<file path="config.mk">
export PLATFORM = sky130hd
export DESIGN_NAME = myspi_master
export DESIGN_NICKNAME = d
export VERILOG_FILES = /design/src/rtl/myspi_master.sv
export SDC_FILE = /design/constraint.sdc
export NUM_CORES = 1
export LEC_CHECK = 0
export ABC_CLOCK_PERIOD_IN_PS = 5030
export BUFFER_PORTS_ARGS = -buffer_cell sky130_fd_sc_hd__buf_4
export CAP_MARGIN = 10
export CORE_UTILIZATION = 48
export DETAILED_ROUTE_END_ITERATION = 10
export GPL_ROUTABILITY_DRIVEN = 0
export PLACE_DENSITY = 0.7
export SYNTH_ARGS = -nofsm -noshare
export SYNTH_HDL_FRONTEND = slang
export SYNTH_SLANG_ARGS = --single-unit
</file>
<file path="constraint.sdc">
create_clock -name theClock -period 5.03 [get_ports theClock]
set_input_delay 0.503 -clock theClock [delete_from_list [all_inputs] [get_ports theClock]]
set_output_delay 0.503 -clock theClock [all_outputs]
set_load 0.005 [all_outputs]
</file>
<file path="src/rtl/myspi_master.sv">
// SPI mode-0 initiator: one 32-bit {write, addr, data} frame per request, MSB first.
// Define MYSPI_MASTER_VERIFY_EN to follow each write with a read-back frame and flag mismatches.
module myspi_master #(
   parameter int unsigned CLK_DIV  = 8,
   parameter int unsigned CS_SETUP = 8,
   parameter int unsigned CS_GAP   = 8
) (
   input  logic        theClock,
   input  logic        theReset,
   input  logic        req_valid,
   output logic        req_ready,
   input  logic        req_write,
   input  logic [14:0] req_addr,
   input  logic [15:0] req_wdata,
   output logic        rsp_valid,
   output logic [15:0] rsp_rdata,
   output logic        rsp_err,
   output logic        busy,
   output logic        spi_cs_n,
   output logic        spi_clk,
   output logic        spi_mosi,
   input  logic        spi_miso
);

   localparam logic [15:0] SetupLast = 16'(CS_SETUP - 1);
   localparam logic [15:0] DivLast   = 16'(CLK_DIV - 1);
   // Final SCLK low phase plus CS hold time, both with SCLK low and CS asserted.
   localparam logic [15:0] HoldLast  = 16'(2 * CLK_DIV - 1);
   localparam logic [15:0] GapLast   = 16'(CS_GAP - 1);

   typedef enum logic [2:0] {StIdle, StSetup, StHigh, StLow, StHold, StGap, StDone} state_e;

   state_e      state_q, state_d;
   logic [15:0] cnt_q, cnt_d;
   logic [31:0] shreg_q, shreg_d;
   logic [4:0]  bitcnt_q, bitcnt_d;
   logic [15:0] rx_q, rx_d;
   logic        miso_s1_q, miso_s2_q;
   logic        cs_n_q, cs_n_d;
   logic        clk_q, clk_d;
   logic        mosi_q, mosi_d;
   logic        rsp_valid_q, rsp_valid_d;
   logic [15:0] rsp_rdata_q, rsp_rdata_d;
   logic        rsp_err_q, rsp_err_d;
   logic        accept;
`ifdef MYSPI_MASTER_VERIFY_EN
   logic        wr_q, wr_d;
   logic        verify_q, verify_d;
   logic [14:0] addr_q, addr_d;
   logic [15:0] wdata_q, wdata_d;
`endif

   assign req_ready = (state_q == StIdle);
   assign busy      = ~req_ready;
   assign accept    = req_valid & req_ready;
   assign rsp_valid = rsp_valid_q;
   assign rsp_rdata = rsp_rdata_q;
   assign rsp_err   = rsp_err_q;
   assign spi_cs_n  = cs_n_q;
   assign spi_clk   = clk_q;
   assign spi_mosi  = mosi_q;

   always_comb begin
      state_d     = state_q;
      cnt_d       = cnt_q + 16'd1;
      shreg_d     = shreg_q;
      bitcnt_d    = bitcnt_q;
      rx_d        = rx_q;
      cs_n_d      = cs_n_q;
      clk_d       = clk_q;
      mosi_d      = mosi_q;
      rsp_valid_d = 1'b0;
      rsp_rdata_d = rsp_rdata_q;
      rsp_err_d   = rsp_err_q;
`ifdef MYSPI_MASTER_VERIFY_EN
      wr_d        = wr_q;
      verify_d    = verify_q;
      addr_d      = addr_q;
      wdata_d     = wdata_q;
`endif
      unique case (state_q)
         StIdle: begin
            cnt_d = 16'd0;
            if (accept) begin
               shreg_d  = {req_write, req_addr, req_write ? req_wdata : 16'h0};
               bitcnt_d = 5'd31;
               cs_n_d   = 1'b0;
               mosi_d   = req_write;
               state_d  = StSetup;
`ifdef MYSPI_MASTER_VERIFY_EN
               wr_d     = req_write;
               verify_d = 1'b0;
               addr_d   = req_addr;
               wdata_d  = req_wdata;
`endif
            end
         end
         StSetup: begin
            if (cnt_q == SetupLast) begin
               cnt_d   = 16'd0;
               clk_d   = 1'b1;
               state_d = StHigh;
            end
         end
         StHigh: begin
            if (cnt_q == DivLast) begin
               cnt_d = 16'd0;
               clk_d = 1'b0;
               if (bitcnt_q == 5'd0) begin
                  state_d = StHold;
               end else begin
                  shreg_d  = {shreg_q[30:0], 1'b0};
                  bitcnt_d = bitcnt_q - 5'd1;
                  mosi_d   = shreg_q[30];
                  state_d  = StLow;
               end
            end
         end
         StLow: begin
            if (cnt_q == DivLast) begin
               cnt_d   = 16'd0;
               clk_d   = 1'b1;
               state_d = StHigh;
               // Only the data-word bits (rises 17..32) are kept.
               if (!bitcnt_q[4]) rx_d = {rx_q[14:0], miso_s2_q};
            end
         end
         StHold: begin
            if (cnt_q == HoldLast) begin
               cnt_d   = 16'd0;
               cs_n_d  = 1'b1;
               mosi_d  = 1'b0;
               state_d = StGap;
            end
         end
         StGap: begin
            if (cnt_q == GapLast) begin
               cnt_d       = 16'd0;
               state_d     = StDone;
               rsp_rdata_d = rx_q;
`ifdef MYSPI_MASTER_VERIFY_EN
               rsp_err_d   = verify_q && (rx_q != wdata_q);
               if (wr_q && !verify_q) begin
                  verify_d    = 1'b1;
                  shreg_d     = {1'b0, addr_q, 16'h0};
                  bitcnt_d    = 5'd31;
                  cs_n_d      = 1'b0;
                  mosi_d      = 1'b0;
                  state_d     = StSetup;
                  rsp_rdata_d = rsp_rdata_q;
                  rsp_err_d   = rsp_err_q;
               end
`endif
            end
         end
         StDone: begin
            cnt_d       = 16'd0;
            rsp_valid_d = 1'b1;
            state_d     = StIdle;
         end
         default: state_d = StIdle;
      endcase
   end

   always_ff @(posedge theClock) begin
      if (theReset) begin
         state_q     <= StIdle;
         cnt_q       <= 16'd0;
         shreg_q     <= 32'd0;
         bitcnt_q    <= 5'd0;
         rx_q        <= 16'd0;
         miso_s1_q   <= 1'b0;
         miso_s2_q   <= 1'b0;
         cs_n_q      <= 1'b1;
         clk_q       <= 1'b0;
         mosi_q      <= 1'b0;
         rsp_valid_q <= 1'b0;
         rsp_rdata_q <= 16'd0;
         rsp_err_q   <= 1'b0;
`ifdef MYSPI_MASTER_VERIFY_EN
         wr_q        <= 1'b0;
         verify_q    <= 1'b0;
         addr_q      <= 15'd0;
         wdata_q     <= 16'd0;
`endif
      end else begin
         state_q     <= state_d;
         cnt_q       <= cnt_d;
         shreg_q     <= shreg_d;
         bitcnt_q    <= bitcnt_d;
         rx_q        <= rx_d;
         miso_s1_q   <= spi_miso;
         miso_s2_q   <= miso_s1_q;
         cs_n_q      <= cs_n_d;
         clk_q       <= clk_d;
         mosi_q      <= mosi_d;
         rsp_valid_q <= rsp_valid_d;
         rsp_rdata_q <= rsp_rdata_d;
         rsp_err_q   <= rsp_err_d;
`ifdef MYSPI_MASTER_VERIFY_EN
         wr_q        <= wr_d;
         verify_q    <= verify_d;
         addr_q      <= addr_d;
         wdata_q     <= wdata_d;
`endif
      end
   end

endmodule

</file>
==> impl_metrics.csv <==
group,metric,value,unit
setup_path,max_stage_delay,0.86,ns
hold_path,hold_depth,3,
clocking,clk_pin_slew,0.10,ns
cells_and_area,fin_util,0.589,
detailed_routing,wl_per_cell,13.9,um
sta,drv_slew,0,
setup_path,path_delay_family,"simple AND/OR/NAND/NOR gates",
hold_path,worstHoldStart,"req_wdata[10]",
floorplanning,die_h,93,um
clocking,htreeDepth,3,
clocking,cts_resized,0,
clocking,clock_sinks,93,
logic_synthesis,ys_warn_count,0,
sta,final_hold_viol_count,0,
setup_path,r2r_end,"rx_q[5]",
floorplanning,start_util,0.504,
setup_path,crit_slowest_cell,"or4b_1",
global_routing,grt_overflow,0,
setup_path,crit_cells,5,
detailed_routing,vias,3478,
logic_synthesis,synthCells,471,
setup_path,rr_worst_depth,5,
global_routing,grt_max_degree,69,
logic_synthesis,synth_cell_types,56,
floorplanning,rows,32,
setup_path,critPathLaunchType,"flop",
setup_path,end_kind,"flop",
logic_synthesis,synth_top_flop_cell,"dfxtp_1",
logic_synthesis,avgSynthCellArea,8.44,um2
cells_and_area,final_nets,549,
setup_path,crit_arrival,2.99,ns
clocking,cts_max_path_buffers,2,
logic_synthesis,syn_area,0.00398,mm2
detailed_routing,vias_per_cell,5.63,
clocking,cts_hold_buf,0,
detailed_routing,drc,0,
sta,setup_tns,0,ns
setup_path,path_class,"reg2reg",
cells_and_area,layout_common_cells,"112 x nand2_1, 93 x dfxtp_1, 60 x buf_4",
setup_path,timing.rr.start,"cnt_q[12]",
floorplanning,die_area,0.00865,mm2
sta,rsz0062_at_grt,"false",
power_and_ir_drop,power.density,324,mW/mm2
sta,setup_viol,0,
hold_path,hold_class,"in2reg",
floorplanning,core_area,0.00789,mm2
global_routing,grt_pass1_wl,14400,um
cells_and_area,final_common_cell,"nand2_1",
power_and_ir_drop,worst_ir_drop_vdd,0.206,mV
global_routing,antenna_found_initial,0,
setup_path,path_common_cell,"or4_4",
sta,clock_skew,0.0154,ns
floorplanning,die_x,93,um
sta,relSlewSlack,0.468,
logic_synthesis,synth_edf_count,0,
clocking,post_cts_buffers,0,
setup_path,crit_fanout,16,
detailed_routing,dr.pass1.iters,4,
clocking,cts-root-buf,"clkbuf_8",
setup_path,cp.required,5.24,ns
setup_path,crit_chain,"or4_4, or4_4, or4b_1, nand2_1, a21oi_1",
global_routing,grt_pass1_vias,3142,
detailed_routing,drtAntennaViolNets,0,
placement,dp_hpwl,5700,um
logic_synthesis,ys_ff_latch,93,
placement,io_buffers,57,
hold_path,holdPathEnd,"shreg_q[10]",
power_and_ir_drop,power.leakage,1.67,nW
setup_path,r2r_slack,2.25,ns
sta,tightest_slew,0.792,ns
setup_path,worst-path-buf-inv,0,
sta,finalCriticalPeriod,2.78,ns
detailed_routing,drt_iter0_markers,192,
global_routing,gr-usage-all-layers,0.205,
cells_and_area,diodes,0,
run_status,status,"complete, no violations",
cells_and_area,layout-drive-gt1-share,0.207,
clocking,clk-insertion-delay-late,0.36,ns
logic_synthesis,seq_area_frac_synth,0.468,
sta,timing.final.crit_share,0.553,
logic_synthesis,synthesis.nets,509,
clocking,cts_tree,"done",
detailed_routing,wl,8570,um
flow_run,drv_cap,0,
floorplanning,pin_count,59,
cells_and_area,area_growth,16.9,%
logic_synthesis,async_reset_ff_frac,0,
clocking,numCtsBuffers,9,
sta,max_freq,359,MHz
==> cells by family after synthesis <==
family                     Yosys count  share of synthesized area
and+or+nand+nor                    202                      0.244
AOI/OAI and AO/OA                  121                      0.208
other                                1                   0.000943
muxes                                1                    0.00252
buffers and inverters               37                     0.0390
DFF                                 93                      0.468
xor gates and xnor gates            14                     0.0308
adders and majority gates            2                    0.00629
==> flip-flops by register name (all words and copies together), names as in the netlist <==
| name | count |
|---|---|
| shreg_q | 31 |
| cnt_q | 16 |
| rsp_rdata | 16 |
| rx_q | 16 |
| bitcnt_q | 5 |
| state_q | 3 |
| miso_s1_q | 1 |
| miso_s2_q | 1 |
| rsp_valid | 1 |
| spi_clk | 1 |
| spi_cs_n | 1 |
| spi_mosi | 1 |
==> cell type report <==
type,count,area [um2]
clock buffer,9,124
multi-input combinational,341,1960
clock inverter,7,96.3
inverter,5,18.8
fill,720,3240
timing repair buffer,61,462
tap,102,128
sequential,93,1860
==> metal layers <==
metal  vias to the layer above  part of all wire  track usage
li1                       1755                 -            -
met1                      1640              0.49        0.282
met2                        70              0.46        0.322
met3                        13             0.034       0.0415
met4                         0             0.014       0.0705
met5                         -                 0            0
==> worst reg2reg max path, delay by kind of cell, from the launching register on <==
kind / cells / cell delay, ns
AO/OA/AOI/OAI: 1 / 0.08
flip-flops: 1 / 0.35
AND/OR/NAND/NOR: 4 / 2.20
==> cells in the mapped netlist, types with 3 or more instances <==
cell type	instances	area (um2)
o21a_1	3	22.5
dfxtp_1	93	1860
nand2b_1	3	18.8
nand2_1	112	420
a21oi_1	51	255
inv_1	5	18.8
nand2_2	10	62.6
buf_2	4	20.0
xor2_1	8	70.1
a32oi_1	8	70.1
nor3_1	6	30.0
nand4_1	4	25.0
o221ai_1	7	61.3
a311oi_1	16	140
o21ai_0	9	45.0
nor2b_1	6	37.5
or4_4	3	33.8
clkbuf_1	25	93.8
nor2_1	23	86.3
nand3_1	10	50.1
a21oi_2	10	87.6
and3_1	5	31.3
nor4_1	4	25.0
xnor2_1	6	52.6
==> per-stage QoR <==
stage	total power, mW	std cells	cell area (um2)	setup slack, ns	hold WS, ns
after global routing	1.57	618	4650	2.12	0.335
after floorplan	0.911	471	3980	2.56	0.414
final	1.51	618	4650	2.25	0.335
after global placement	0.965	601	4420	2.31	0.437
after CTS	1.52	617	4640	2.25	0.326
after detailed placement	0.969	601	4420	2.28	0.441
==> power breakdown <==
group	internal [mW]	total [mW]	switching, mW
sequential	0.767	0.791	0.0237
clock	0.283	0.553	0.270
combinational	0.0711	0.164	0.0926
==> worst max path at each step <==
stage                     startpoint       end  slack (ns)
after floorplan            cnt_q[12]  rx_q[10]        2.56
after global placement     cnt_q[12]   rx_q[5]        2.31
after detailed placement   cnt_q[12]   rx_q[5]        2.28
after CTS                  cnt_q[12]   rx_q[6]        2.25
after global routing       cnt_q[12]   rx_q[7]        2.12
final                      cnt_q[12]   rx_q[5]        2.25
(Power assumes the default switching activity.)
